--- config.mk ---
export PLATFORM = sky130hd
export DESIGN_NAME = noc_link_relay_station
export DESIGN_NICKNAME = d
export VERILOG_FILES = /design/src/rtl/noc_link_relay_station.sv
export SDC_FILE = /design/constraint.sdc
export NUM_CORES = 1
export LEC_CHECK = 0
export CORE_ASPECT_RATIO = 0.6
export CORE_UTILIZATION = 30
export CTS_CLUSTER_SIZE = 30
export DETAILED_ROUTE_END_ITERATION = 6
export RECOVER_POWER = 100
export REMOVE_ABC_BUFFERS = 1
export SLEW_MARGIN = 20
export SYNTH_ARGS = -nofsm -noshare
export SYNTH_HDL_FRONTEND = slang
export SYNTH_SLANG_ARGS = --single-unit
--- constraint.sdc ---
create_clock -name clk -period 5.6 [get_ports clk]
set_input_delay 1.12 -clock clk [delete_from_list [all_inputs] [get_ports clk]]
set_output_delay 1.12 -clock clk [all_outputs]
set_load 0.02 [all_outputs]
--- src/rtl/noc_link_relay_station.sv ---
// Credit-based relay station for one NoC link: retimes the flit path, buffers flits in a
// local FIFO and tracks downstream credits so the two credit loops are decoupled.
module noc_link_relay_station #(
   parameter int FLIT_WIDTH         = 128,
   parameter int DEST_WIDTH         = 6,
   parameter int NUM_PIPELINE       = 0,
   parameter int LINK_BUFFER_DEPTH  = 4,
   parameter int DOWNSTREAM_CREDITS = 1
) (
   input  logic                                         clk,
   input  logic                                         rst_n,
   input  logic [FLIT_WIDTH-1:0]                        data_in,
   input  logic [DEST_WIDTH-1:0]                        dest_in,
   input  logic                                         is_tail_in,
   input  logic                                         send_in,
   output logic                                         credit_out,
   output logic [FLIT_WIDTH-1:0]                        data_out,
   output logic [DEST_WIDTH-1:0]                        dest_out,
   output logic                                         is_tail_out,
   output logic                                         send_out,
   input  logic                                         credit_in,
   output logic [$clog2(DOWNSTREAM_CREDITS+1)-1:0]      credit_count,
   output logic                                         overflow_err,
   output logic                                         credit_err
);
   localparam int CNT_W     = $clog2(DOWNSTREAM_CREDITS + 1);
   localparam int PTR_W     = (LINK_BUFFER_DEPTH > 1) ? $clog2(LINK_BUFFER_DEPTH) : 1;
   localparam int OCC_W     = $clog2(LINK_BUFFER_DEPTH + 1);
   localparam int FLIT_BITS = FLIT_WIDTH + DEST_WIDTH + 1;
   localparam logic [CNT_W-1:0] CREDIT_MAX = CNT_W'(DOWNSTREAM_CREDITS);

   logic                 wr_send;
   logic [FLIT_BITS-1:0] wr_flit;
   logic                 ret_pulse;

   logic                 send_out_reg;
   logic                 credit_out_reg;
   logic [FLIT_BITS-1:0] flit_out_reg;
   logic [CNT_W-1:0]     credit_count_reg;
   logic                 overflow_err_reg;
   logic                 credit_err_reg;

   // The credit return path carries send_out (i.e. the registered pop) through the same
   // number of stages as the flit path, then one final output register.
   generate
      if (NUM_PIPELINE == 0) begin : g_direct
         assign wr_send   = send_in;
         assign wr_flit   = {is_tail_in, dest_in, data_in};
         assign ret_pulse = send_out_reg;
      end else begin : g_pipe
         logic                 send_pipe_reg [NUM_PIPELINE];
         logic [FLIT_BITS-1:0] flit_pipe_reg [NUM_PIPELINE];
         logic                 ret_pipe_reg  [NUM_PIPELINE];

         always_ff @(posedge clk or negedge rst_n) begin
            if (!rst_n) begin
               for (int i = 0; i < NUM_PIPELINE; i++) begin
                  send_pipe_reg[i] <= 1'b0;
                  flit_pipe_reg[i] <= '0;
                  ret_pipe_reg[i]  <= 1'b0;
               end
            end else begin
               send_pipe_reg[0] <= send_in;
               flit_pipe_reg[0] <= {is_tail_in, dest_in, data_in};
               ret_pipe_reg[0]  <= send_out_reg;
               for (int i = 1; i < NUM_PIPELINE; i++) begin
                  send_pipe_reg[i] <= send_pipe_reg[i-1];
                  flit_pipe_reg[i] <= flit_pipe_reg[i-1];
                  ret_pipe_reg[i]  <= ret_pipe_reg[i-1];
               end
            end
         end

         assign wr_send   = send_pipe_reg[NUM_PIPELINE-1];
         assign wr_flit   = flit_pipe_reg[NUM_PIPELINE-1];
         assign ret_pulse = ret_pipe_reg[NUM_PIPELINE-1];
      end
   endgenerate

   logic [FLIT_BITS-1:0] fifo_mem [LINK_BUFFER_DEPTH];
   logic [PTR_W-1:0]     wr_ptr_reg;
   logic [PTR_W-1:0]     rd_ptr_reg;
   logic [OCC_W-1:0]     occ_reg;
   logic                 fifo_empty;
   logic                 fifo_full;
   logic                 push;
   logic                 pop;

   assign fifo_empty = (occ_reg == '0);
   assign fifo_full  = (occ_reg == OCC_W'(LINK_BUFFER_DEPTH));
   assign pop        = !fifo_empty && (credit_count_reg != '0);
   assign push       = wr_send && !fifo_full;

   function automatic logic [PTR_W-1:0] ptr_inc(input logic [PTR_W-1:0] p);
      return (p == PTR_W'(LINK_BUFFER_DEPTH - 1)) ? '0 : p + PTR_W'(1);
   endfunction

   always_ff @(posedge clk) begin
      if (push) fifo_mem[wr_ptr_reg] <= wr_flit;
   end

   always_ff @(posedge clk or negedge rst_n) begin
      if (!rst_n) begin
         wr_ptr_reg <= '0;
         rd_ptr_reg <= '0;
         occ_reg    <= '0;
      end else begin
         if (push) wr_ptr_reg <= ptr_inc(wr_ptr_reg);
         if (pop)  rd_ptr_reg <= ptr_inc(rd_ptr_reg);
         case ({push, pop})
            2'b10:   occ_reg <= occ_reg + OCC_W'(1);
            2'b01:   occ_reg <= occ_reg - OCC_W'(1);
            default: occ_reg <= occ_reg;
         endcase
      end
   end

   // Output flit register doubles as the FIFO's registered read port.
   always_ff @(posedge clk or negedge rst_n) begin
      if (!rst_n) begin
         send_out_reg     <= 1'b0;
         flit_out_reg     <= '0;
         credit_out_reg   <= 1'b0;
         credit_count_reg <= CREDIT_MAX;
         overflow_err_reg <= 1'b0;
         credit_err_reg   <= 1'b0;
      end else begin
         send_out_reg   <= pop;
         credit_out_reg <= ret_pulse;
         if (pop) flit_out_reg <= fifo_mem[rd_ptr_reg];
         if (wr_send && fifo_full) overflow_err_reg <= 1'b1;
         case ({pop, credit_in})
            2'b10: credit_count_reg <= credit_count_reg - CNT_W'(1);
            2'b01: begin
               if (credit_count_reg == CREDIT_MAX) credit_err_reg <= 1'b1;
               else credit_count_reg <= credit_count_reg + CNT_W'(1);
            end
            default: credit_count_reg <= credit_count_reg;
         endcase
      end
   end

   assign send_out                           = send_out_reg;
   assign credit_out                         = credit_out_reg;
   assign {is_tail_out, dest_out, data_out}  = flit_out_reg;
   assign credit_count                       = credit_count_reg;
   assign overflow_err                       = overflow_err_reg;
   assign credit_err                         = credit_err_reg;
endmodule

After elaboration in Yosys (flattened, before gate mapping). Memory sizes are Yosys's and may differ from the RTL's. A register that Yosys moved wholly into a read port is not among the register bits. Index checks and enable logic that the tools add are counted.

$add $sub $neg: 6. Eq/ne operators: 7. Multiplexer cells: 7. Reduce and logical (&&, ||, !) cells: 10.

Operators with widths (number): $eq A2 B2 Y1 const B (4); $pmux W3 S2 (1); $add A2 B1 Y2 const B (2); $eq A2 B1 Y1 const B (2); $mux W2 (2); $reduce_bool A2 Y1 (2); $add A3 B1 Y3 const B (1); $eq A3 B3 Y1 const B (1); $logic_and A1 B1 Y1 (3); $logic_not A1 Y1 (3); $logic_not A3 Y1 (1); $mux W1 (3); $sub A3 B1 Y3 const B (1); $pmux W1 S2 (1); $reduce_and A2 Y1 (1); $add A1 B1 Y1 const B (1); $sub A1 B1 Y1 const B (1).

Register bits: 12. Memory bits (writable): 540. Output and inout port bits: 140. Word-level logic and storage cells: 39. Memories: 1.

Memory list: fifo_mem (words 4, bits a word 135, read ports 1, clocked after memory_dff 1, wr ports 1, line 80) `logic [FLIT_BITS-1:0] fifo_mem [LINK_BUFFER_DEPTH];`.

Longest topological paths before layout. Gate-level depths: netlist of the first run.

Word-level depth: 5. Mapped depth: 10.

Least setup slack after synthesis of the first run. No wires, ideal clock.

Path kind: input to register. From: in send_in. To: mem fifo_mem[1][0] in the netlist's numbering (enable). Arrival time: 4.605 ns. Required time: 5.090 ns. Setup slack: 0.485 ns. Cell stages on the path: 2. Buffers on the path: 0. Cells stage by stage: a21boi_1 -> and2_1.

Cells in the longest elaborated chain, start to end: 3.

Ends and longest elaborated chain: start: declaration (line 15) `input logic send_in,`; $logic_and A1 B1 Y1 (line 92) `assign push = wr_send && !fifo_full;`; $mux W1 (line 99) `if (push) fifo_mem[wr_ptr_reg] <= wr_flit;`; $mux W1 (not written as such) (line 99); end: declaration (line 80).

Every way passes these cells.

Final worst setup path of the first run.
From: in send_in. To: mem fifo_mem[1][83] in the netlist's numbering (enable).

The elaborated chain is that of the path after synthesis.

==> out/results.md, run 1 <==
| Stage | Item | This run |
|:---|:---|:---|
| outcome | Result of the run | finished, violations left |
| outcome | Violated checks | capacitance limit, slew limit |
| sta | Shortest period the worst path allows | 4.115 ns |
| worst setup path | Buffering stage count on the worst path with inverters included | 2 |
| min path | Capture endpoint of the worst hold path | credit_out$_DFF_PN0_ |
| synth | Number of synthesized flops with an enable pin | 540 |
| finish | Total Nets Final | 1781 |
| power | Maximum vdd drop | 0.0003522 V |
| clock tree | H-tree depth | 3 |
| placed design | Number of buffers added on ports | 278 |
| sta | RSZ-0062 raised after global routing | false |
| finish | Commonest cells after routing, fill and taps aside | edfxtp_1 (540), nand2_1 (408), dlygate4sd3_1 (276), dfrtp_1 (144), mux4_2 (135) |
| min path | Hold Path Origin | send_out$_DFF_PN0_ |
| routing | DR DRC count | 0 |
| worst setup path | Register-to-register setup slack | 1.57 ns |
| power | Leakage | 11.33 nW |
| floorplanning | Number of ports placed on the die boundary | 279 |
| routing | WL final | 54130 um |
| global route | Routing usage on met1 | 17.42% |
| clock tree | Root Buffer Master | clkbuf_16 |
| finish | Leading cell type in the layout, fill and taps excluded | edfxtp_1 |
| routing | Routed vias | 12590 |
| power | Clock network fraction of total power | 25.8% |
| sta | Hold Violations, Final | 0 |
| floorplanning | Core region area | 82400 sq um |
| worst setup path | Worst setup path class | in2reg |
| clock tree | Clock sink count | 687 |
| synth | Flops & latches, synth | 687 |
| worst setup path | Worst R2R Start | occ_reg[0]$_DFFE_PN0P_ |
| finish | Flip-flop count of the largest register, all copies and words added | 540 |
| synth | Sequential cell area fraction in the yosys report | 78.81% |
| run | Count of max-cap constraint violations | 5 |
| synth | Flip-flop cell with the highest count after synthesis | edfxtp_1 |
| floorplanning | Die span in x | 376.5 um |
| clock tree | Number of buffers on the longest clock path | 3 |
| finish | Fraction of final layout cells sized beyond drive strength 1 | 15.48% |
| global route | Antenna violations before repair | 19 |
| placed design | Detailed placer's ending HPWL | 31880 um |
| clock tree | Post-cts resize count | 0 |
| synth | Area of the mapped netlist | 25250 sq um |
| synth | Mean cell area of the mapped netlist | 19.04 sq um |
| worst setup path | Required time of the critical path | 5.79 ns |
| sta | Final setup viols | 0 |
| min path | Number of instances on the worst hold path | 0 |
| synth | Unique masters post-synth | 25 |
| routing | Average via count per standard cell | 4.472 |
| global route | Wire length of the first global-routing pass | 81430 um |
| synth | Xor and xnor area share after synthesis | 0.1041% |
| worst setup path | Cell-by-cell listing of the critical path | dlygate4sd3_1, a21boi_0, and2_4, clkbuf_1 |
| worst setup path | Critical-path maximum fanout | 29 |
| routing | Number of violations reported at the end of detailed-routing iteration 0 | 860 |
| global route | Number of global-route vias before repair | 13350 |
| sta | Slew Limit Headroom | -44.95% |
| floorplanning | Area of the die | 85350 sq um |
| global route | Global routing usage on met3 | 3.588% |
| sta | Worst slack on hold paths | 0.3731 ns |
| power | Switching part of the total power | 32.28% |
| sta | Maximum achievable frequency | 0.2430 GHz |
| floorplanning | Number of rows in the core area | 81 |
| power | Combinational share of power | 31.3% |
| floorplanning | Initial cell density of the core | 30.64% |
| sta | Final setup skew | 0.02219 ns |
| global route | Pin count of the biggest net entering global routing | 100 |
| synth | Combinational family with the most area after synthesis | multiplexers |
| clock tree | Setup fix buffers added after clock tree synthesis | 0 |
| routing | Number of nets with antenna violations after detailed routing | 0 |
| clock tree | Clock Pin Slew Worst Setup and Hold Paths | 0.06 ns |
| global route | All-Layer GR Usage | 12.83% |
| finish | Fill cell total of the finished layout | 7520 |
| worst setup path | Worst EP arrival | 4.30 ns |
| worst setup path | CP Launch Type | primary input |
| clock tree | Insertion delay of the later-clocked pin in the worst-skew pair | 0.60 ns |
| sta | Ratio of final minimum period to clock period | 73.49% |
| worst setup path | CP endpoint kind | register |
| global route | Highest-utilization routing layer at the global route stage | met2 |
| worst setup path | Slowest cell delay on critical path | 1.29 ns |
| synth | Fraction of the mapped netlist area in compound gates | 0.2082% |
| placed design | Gp weighted congestion | 0.7161 |
| power | Net switching power figure | 5.650 mW |
| synth | Mux cell area share after synthesis | 12.21% |
| global route | Global routing met2 resource utilization | 20.32% |
| power | Power density of the placed cells | 557.2 nW/um^2 |
| worst setup path | Number of cells on the worst reg-to-reg path | 6 |
| routing | Average wire per cell in the routed design | 19.23 um |
| clock tree | TritonCTS clock tree | yes |
| clock tree | Number of buffers created by CTS | 68 |
| sta | Slew of the pin with the lowest slew margin | 2.174 ns |
| synth | Simple-Gate Fraction of Synth Area | 6.245% |
| synth | Post-synthesis cell count | 1326 |
| routing | Number of iterations in the first detailed-routing pass | 5 |
| sta | Final number of max-transition violations | 213 |
| min path | Path type of the worst min-delay path | reg2reg |
| synth | Warnings from Yosys | 0 |
| floorplanning | Die height | 226.7 um |
| synth | Async SR Flop Fraction | 21.40% |
| power | Reg power frac | 42.9% |
| synth | Post-Synth Adder-Cell Area | 0.4262% |
| global route | Global route overflow | 0 |
| worst setup path | Critical-path cell with the highest stage delay | clkbuf_1 |
| clock tree | Hold bufs inserted after CTS | 0 |
| worst setup path | Crit Reg-Reg Endpoint | credit_count$_DFFE_PN1P_ |
| worst setup path | Cell family with most CP delay | buffers and inverters |
| power | Internal Dissipation | 11.85 mW |
| finish | Final standard cell utilization of the core | 38.13% |
| finish | P&R area growth vs syn | 24.44% |
kinds of logic after synthesis:
| logic type | after synthesis |
|---|---|
| buffers and inverters | 67 |
| flip-flops | 687 |
| AO/OA/AOI/OAI | 5 |
| multiplexers | 139 |
| adder cells (fa/ha/maj) | 8 |
| AND/OR/NAND/NOR | 417 |
| XOR/XNOR | 3 |
power by group through the flow:
| stage | Sequential, mW | Clock, mW | Combinational (mW) |
|---|---|---|---|
| floorplan | 8.48 | 0 | 2.93 |
| global placement | 7.56 | 0 | 5.81 |
| detailed placement | 7.64 | 0 | 5.88 |
| CTS | 7.55 | 4.67 | 5.89 |
| global route | 7.66 | 4.84 | 6.04 |
| finish | 7.51 | 4.52 | 5.48 |
cell type report:
class                   count  area, sq um  area share [%]
clock buffers             100         1997           6.357
multi-input cells         572         4842           15.41
well taps                1120         1401           4.461
inverters                   7        31.28         0.09957
flip-flops and latches    687        19900           63.35
diodes                      9        22.52         0.07169
repair buffers            298         3010           9.583
clock inverters            22        207.7          0.6611
metal layers:
layer,share of wire [%],vias up
met4,1.6,20
met3,6.7,86
met2,46,295
met1,45,6570
met5,0.22,-
li1,-,5619
synth_stat cells (3+ instances only):
master,count,area share (%)
and2_1,4,0.099
buf_1,3,0.045
buf_12,10,0.79
buf_2,39,0.77
buf_6,5,0.22
dfrtp_1,146,14
edfxtp_1,540,64
ha_1,7,0.35
inv_1,7,0.10
mux4_2,135,12
nand2_1,408,6.1
nor2_1,4,0.059
how the worst max path moves through the flow:
stage	slack (ns)	to	start	cells past startpoint
floorplan	-1.46	occ_reg[2]$_DFFE_PN0P_	occ_reg[0]$_DFFE_PN0P_	8
detailed placement	1.93	fifo_mem[2][104]$_DFFE_PP_	send_in	4
finish	1.48	fifo_mem[1][83]$_DFFE_PP_	send_in	4
global placement	1.96	fifo_mem[2][18]$_DFFE_PP_	send_in	4
CTS	2.49	credit_count$_DFFE_PN1P_	occ_reg[0]$_DFFE_PN0P_	6
global route	1.22	credit_count$_DFFE_PN1P_	occ_reg[0]$_DFFE_PN0P_	6
stage by stage:
step | worst slack [ns] | cell area (sq um) | cells | power (mW) | setup TNS, ns
2_1_floorplan | -1.461 | 24770 | 1266 | 11.42 | -82.77
3_3_place_gp | 1.964 | 29280 | 2684 | 13.37 | 0
6_report | 1.485 | 31420 | 2815 | 17.50 | 0
3_5_place_dp | 1.931 | 29280 | 2684 | 13.52 | 0
4_1_cts | 2.485 | 31480 | 2806 | 18.11 | 0
5_1_grt | 1.220 | 31400 | 2808 | 18.54 | 0
No activity file was read; power rests on OpenSTA's default activity.
==> run 2: changes to the inputs <==
==> constraint.sdc (replaced) <==
create_clock -name clk -period 3.6 [get_ports clk]
set_input_delay 0.72 -clock clk [delete_from_list [all_inputs] [get_ports clk]]
set_output_delay 0.72 -clock clk [all_outputs]
set_load 0.02 [all_outputs]
==> out/results.md, run 2 (synthesis gave the netlist of run 1 again) <==
| Stage | Item | This run | Change |
|:---|:---|:---|:---|
| global route | Antenna violations before repair | 16 | -3 |
| clock tree | Number of buffers created by CTS | 68 | unchanged |
| worst setup path | Worst setup path class | in2reg |  |
| outcome | Violated checks | capacitance limit, slew limit |  |
| finish | P&R area growth vs syn | 25.17% |  |
| clock tree | Number of buffers on the longest clock path | 3 | unchanged |
| worst setup path | CP endpoint kind | register |  |
| finish | Fraction of final layout cells sized beyond drive strength 1 | 16.22% | +0.74 points |
| power | Maximum vdd drop | 0.0004047 V | +15% |
| floorplanning | Area of the die | 85350 sq um | unchanged |
| power | Leakage | 11.41 nW | +0.77% |
| sta | Maximum achievable frequency | 0.3343 GHz |  |
| worst setup path | Required time of the critical path | 3.87 ns | -1.92 ns |
| clock tree | Hold bufs inserted after CTS | 0 | unchanged |
| clock tree | Post-cts resize count | 0 | unchanged |
| finish | Flip-flop count of the largest register, all copies and words added | 540 | unchanged |
| global route | Number of global-route vias before repair | 13110 | -1.8% |
| routing | WL final | 54010 um | -0.22% |
| worst setup path | Number of cells on the worst reg-to-reg path | 5 | -1 |
| worst setup path | Crit Reg-Reg Endpoint | credit_count$_DFFE_PN1P_ |  |
| worst setup path | Origin of the worst setup path | send_in |  |
| routing | Number of nets with antenna violations after detailed routing | 0 | unchanged |
| placed design | Placement-stage cell area | 29530 sq um | +0.85% |
| sta | Ratio of final minimum period to clock period | 83.10% |  |
| sta | Final setup skew | 0.02186 ns | -0.0003211 ns |
| worst setup path | Worst R2R Start | occ_reg[0]$_DFFE_PN0P_ |  |
| floorplanning | Number of ports placed on the die boundary | 279 | unchanged |
| floorplanning | Core region area | 82400 sq um | unchanged |
| global route | All-Layer GR Usage | 12.78% | -0.049 points |
| clock tree | Clock Pin Slew Worst Setup and Hold Paths | 0.06 ns | about the same |
| worst setup path | Critical-path cell with the highest stage delay | and2_0 |  |
| power | Power density of the placed cells | 865.8 nW/um^2 | +55% |
| global route | Wire length of the first global-routing pass | 81810 um | +0.48% |
| placed design | Gp weighted congestion | 0.7278 | +1.6% |
| worst setup path | Register-to-register setup slack | 0.75 ns | -0.82 ns |
| global route | Pin count of the biggest net entering global routing | 77 | -23% |
| routing | Number of iterations in the first detailed-routing pass | 5 | unchanged |
| sta | Final number of max-transition violations | 120 | -44% |
| worst setup path | Worst EP arrival | 3.26 ns | -1.04 ns |
| clock tree | TritonCTS clock tree | yes |  |
| floorplanning | Initial cell density of the core | 30.64% | unchanged |
| sta | Hold Violations, Final | 0 | unchanged |
| routing | Average wire per cell in the routed design | 19.01 um | -1.1% |
| clock tree | Root Buffer Master | clkbuf_16 |  |
| finish | Final std cell area, no fill | 31600 sq um | +0.59% |
| sta | Final setup viols | 0 | unchanged |
| routing | Average via count per standard cell | 4.479 | +0.15% |
| clock tree | H-tree depth | 3 | unchanged |
| clock tree | Clock sink count | 687 | unchanged |
| finish | Commonest cells after routing, fill and taps aside | edfxtp_1 (540), nand2_1 (408), dlygate4sd3_1 (276), dfrtp_1 (144), mux4_2 (135) |  |
| floorplanning | Die height | 226.7 um | unchanged |
| finish | Final standard cell utilization of the core | 38.35% | +0.22 points |
| min path | Path type of the worst min-delay path | in2async |  |
| power | Total power consumption of the routed design | 27.36 mW | +56% |
| clock tree | Setup fix buffers added after clock tree synthesis | 0 | unchanged |
| outcome | Result of the run | finished, violations left |  |
| placed design | Detailed placer's ending HPWL | 33080 um | +3.8% |
| sta | Shortest period the worst path allows | 2.992 ns |  |
| sta | Slew of the pin with the lowest slew margin | 1.622 ns | -0.5519 ns |
| sta | RSZ-0062 raised after global routing | false |  |
| floorplanning | Number of rows in the core area | 81 | unchanged |
| global route | Global route overflow | 0 | unchanged |
| placed design | Number of buffers added on ports | 278 | unchanged |
| clock tree | Insertion delay of the later-clocked pin in the worst-skew pair | 0.61 ns | about the same |
| worst setup path | Most frequent cell on the critical path | clkbuf_1 |  |
| sta | Slew Limit Headroom | -8.155% | +37 points |
| routing | Routed vias | 12730 | +1.1% |
| sta | Worst slack on hold paths | 0.1017 ns | -0.2714 ns |
| worst setup path | Setup crit end | fifo_mem[0][123]$_DFFE_PP_ |  |
| finish | Leading cell type in the layout, fill and taps excluded | edfxtp_1 |  |
| worst setup path | CP Launch Type | primary input |  |
| placed design | Cells after DPL | 2709 | +0.93% |
| routing | Number of violations reported at the end of detailed-routing iteration 0 | 828 | -3.7% |
| run | Count of max-cap constraint violations | 2 | -3 |
| finish | Non-Filler Instances | 2841 | +0.92% |
| finish | Total Nets Final | 1806 | +1.4% |
| worst setup path | Critical-path maximum fanout | 23 | -21% |
| routing | DR DRC count | 0 | unchanged |
| worst setup path | Slowest cell delay on critical path | 0.75 ns | -0.54 ns |
| floorplanning | Die span in x | 376.5 um | unchanged |
| worst setup path | Cell-by-cell listing of the critical path | dlygate4sd3_1, a21boi_0, clkbuf_1, and2_0, buf_12, clkbuf_1 |  |
-- run 2: cell count changes in the layout (fill, tap and decap cells not counted), moves of 3 or more --
cell | previous run | this run
clkbuf_1 | 22 | 30
clkbuf_16 | 72 | 69
clkbuf_4 | 0 | 3
and2_0 | 0 | 3
buf_4 | 4 | 11
clkbuf_8 | 9 | 4
clkinv_2 | 6 | 12
and2_4 | 4 | 1
buf_12 | 8 | 12
-- run 2: per-layer routing --
layer / vias to the layer above / GRT usage [%] / part of all wire, %
met4: 14 / 3.213 / 1.8
met5: - / 0 / 0.15
li1: 5665 / - / -
met1: 6591 / 18.35 / 46
met3: 91 / 3.512 / 6.9
met2: 364 / 19.14 / 45
-- run 2: cell type report --
cell class | instances | area [sq um]
diodes | 7 | 17.52
clock buffers | 89 | 1842
clock inverters | 36 | 362.8
fillers | 7516 | 50800
inverters | 7 | 31.28
multi-input cells | 572 | 4835
flip-flops and latches | 687 | 19900
well taps | 1120 | 1401
repair buffers | 323 | 3207
-- run 2: report_power, final --
part           internal (mW)  total [mW]  leakage, nW  switching [mW]
Sequential              10.8        11.7         6.72           0.890
Combinational           3.63        8.60         3.61            4.97
Clock                   4.02        7.04         1.08            3.02
Total                   18.5        27.4         11.4            8.88
-- run 2: worst min path at each step --
stage	startpoint	to	slack [ns]	cells past startpoint
3_3_place_gp	send_out$_DFF_PN0_	credit_out$_DFF_PN0_	0.36	0
3_5_place_dp	send_out$_DFF_PN0_	credit_out$_DFF_PN0_	0.36	0
6_report	rst_n	flit_out_reg[8]$_DFFE_PN0P_	0.10	1
4_1_cts	rst_n	flit_out_reg[8]$_DFFE_PN0P_	0.07	1
2_1_floorplan	rst_n	credit_err$_DFFE_PN0P_	0.42	0
5_1_grt	rst_n	flit_out_reg[8]$_DFFE_PN0P_	0.1	1
-- run 2: through the flow --
step / worst slack, ns / TNS [ns]
finish: 0.6085 / 0
detailed placement: 0.8903 / 0
floorplan: -3.461 / -967.07
global route: 0.4915 / 0
CTS: 1.009 / 0
global placement: 0.8827 / 0
-- run 2: worst max-delay path, delay by kind of cell --
family                 cells  cell delay (ns)
AND/OR/NAND/NOR            1             0.75
AO/OA/AOI/OAI              1             0.28
buffers and inverters      4             1.48
==> RTL change (flow settings as in run 2) <==
Remove the register `credit_out_reg`: a continuous assignment takes its place, so the output `credit_out` follows one clock earlier.
--- a/src/rtl/noc_link_relay_station.sv
+++ b/src/rtl/noc_link_relay_station.sv
@@ -120,13 +120,11 @@
       if (!rst_n) begin
          send_out_reg     <= 1'b0;
          flit_out_reg     <= '0;
-         credit_out_reg   <= 1'b0;
          credit_count_reg <= CREDIT_MAX;
          overflow_err_reg <= 1'b0;
          credit_err_reg   <= 1'b0;
       end else begin
          send_out_reg   <= pop;
-         credit_out_reg <= ret_pulse;
          if (pop) flit_out_reg <= fifo_mem[rd_ptr_reg];
          if (wr_send && fifo_full) overflow_err_reg <= 1'b1;
          case ({pop, credit_in})
@@ -140,6 +138,8 @@
       end
    end
 
+   assign credit_out_reg = ret_pulse;
+
    assign send_out                           = send_out_reg;
    assign credit_out                         = credit_out_reg;
    assign {is_tail_out, dest_out, data_out}  = flit_out_reg;
Behaviour: not the same (a bounded check fails within 4 cycles, from zero or initial values and one cycle with rst_n low).
==> RTL change against run 2 <==
  * The flow still finishes with violations (max-capacitance violations, max-slew violations)
  * Power is 0.93% higher
  * First-iteration DRC count decreased by 2.3%
  * Setup slack better by 0.076 ns
  * Synthesized area barely moved
  * Clock power increased by 4.1%
  * Final area rose by 0.16%
  * Wire length decreased by 0.64%
  * Sequential cell count decreased by 1
  * Critical endpoint is now fifo_mem[2][53]
==> RTL change: results (changes against run 2) <==
** Run status
- The flow ran to the end, but the final reports show violations.
- The checks that failed: max-capacitance violations, max-slew violations.

** Route
- The number of design-rule violations left by the first detailed-router iteration was 809 (-2.3%).
- Drt pass-1 iters :: 7 (+2)
- Per-cell via count in the routed design :: 4.443 (-0.80%)

** Setup path
- The startpoint identified for the worst register-to-register timing path is rd_ptr_reg[1].
- Critical path peak fanout :: 18 (-22%)
- In this run the worst setup path terminates at fifo_mem[2][53].
- Maximum single-stage delay on the critical path :: 0.64 ns (-0.11 ns)
- The worst reg-to-reg setup slack was 0.80 ns (+0.05 ns).
- R2r endpoint :: flit_out_reg[47]
- The endpoint arrival time on the critical path was 3.12 ns (-0.14 ns).
- Slowest stage cell, crit path :: sky130_fd_sc_hd__clkbuf_1

** GRT
- The first-pass GRT wire length was 81,120 um (-0.85%).
- The global-route usage over all layers was 12.74% (-0.048 points).
- The maximum number of pins on one net before global-route repair came to 140 (+82%).
- The via count of the first global-routing pass was 13,240 (+1.0%).

** Logic synthesis
- Sorting the synthesized cells by area gives the leading types as sky130_fd_sc_hd__edfxtp_1 (64%), sky130_fd_sc_hd__dfrtp_1 (14%), sky130_fd_sc_hd__mux4_2 (12%).
- Seq/Total Area, Yosys :: 78.76% (about the same)
- Commonest cells post-synth :: sky130_fd_sc_hd__edfxtp_1 (540), sky130_fd_sc_hd__nand2_1 (408), sky130_fd_sc_hd__dfrtp_1 (145), sky130_fd_sc_hd__mux4_2 (135), sky130_fd_sc_hd__buf_2 (39)
- The fraction of registers with async set/reset is 21.28% (-0.11 points).

** Finish
- The fraction of layout cells with a size suffix above 1 came to 16.47% (+0.25 points).
- Count of placed standard cells in the final layout, fillers left out :: 2,819 (-0.77%)
- The number of nets in the layout is 1,788 (-1.0%).

** Placement
- The number of placed instances with taps included is 2,691 (-0.66%).
- The post-placement cell area was 29,420 um2 (-0.35%).
- The count of input and output buffers was 278 (unchanged).
- The routability-driven placement congestion ratio was 0.7096 (-2.5%).
- Worst Setup Slack post-DPL :: 0.8545 ns (-0.03581 ns)
- Hpwl dp :: 32,150 um (-2.8%)

** Clocking
- Number of buffers added to fix hold violations after cts :: 0 (unchanged)
- The number of H-tree levels was 3 (unchanged).

** Pwr
- The total leakage power is 11.44 nW (+0.19%).
- The worst supply voltage drop on vdd is 0.0007065 V (+75%).

** STA
- The total count of max-transition violations in the final report came to 106 (-12%).
- The least setup slack across all paths after layout is 0.6848 ns (+0.07635 ns).
- The worst slew slack as a fraction of its limit was -18.76% (-11 points).

** Job
- The max-cap violation count was 2 (unchanged).
[RTL change: cells by family (layout without fill, tap and decap cells)]
| kind of cell | count (synthesis) | in the layout | share of synthesized area (%) |
|---|---|---|---|
| muxes | 139 | 139 | 12.22 |
| buffers and inverters | 68 | 436 | 2.028 |
| and+or+nand+nor | 417 | 417 | 6.249 |
| DFF | 686 | 686 | 78.76 |
| other | 0 | 5 | 0 |
| xor gates and xnor gates | 3 | 3 | 0.1042 |
| AOI/OAI and AO/OA | 5 | 5 | 0.2083 |
| adders and majority gates | 8 | 8 | 0.4265 |
[RTL change: per-layer routing]
layer	share of wire, %	vias up	track usage [%]
li1	-	5618	-
met1	46	6504	17.51
met2	46	300	19.71
met3	6.3	85	3.808
met4	1.7	18	3.291
met5	0.21	-	0
[RTL change: worst min path at each step]
stage,start,to,slack [ns],depth (start not counted)
3_5_place_dp,credit_err,credit_err,0.45,1
3_3_place_gp,credit_err,credit_err,0.44,1
5_1_grt,rst_n,flit_out_reg[119],0.09,1
2_1_floorplan,rst_n,credit_err,0.42,0
6_report,rst_n,flit_out_reg[119],0.09,1
4_1_cts,rst_n,flit_out_reg[116],0.07,1
[RTL change: power by group]
group / switching (W) / leakage (nW) / internal, W
Sequential: 0.000769 / 6.71 / 0.0108
Clock: 0.00297 / 1.15 / 0.00435
Combinational: 0.00509 / 3.57 / 0.00361
[RTL change: area by class of cell]
class                   instances  area (um2)
well taps                    1120        1401
fillers                      7515       50750
inverters                       7       31.28
clock buffers                  93        2001
multi-input cells             572        4848
diodes                          5       12.51
flip-flops and latches        686       19870
clock inverters                30       339.1
repair buffers                306        3142
[RTL change: worst reg2reg max path: cells and delay by family (launching register included)]
kind | cells | cell delay, ns
and+or+nand+nor | 2 | 0.24
buffers and inverters | 1 | 0.44
muxes | 1 | 0.46
DFF | 1 | 1.53
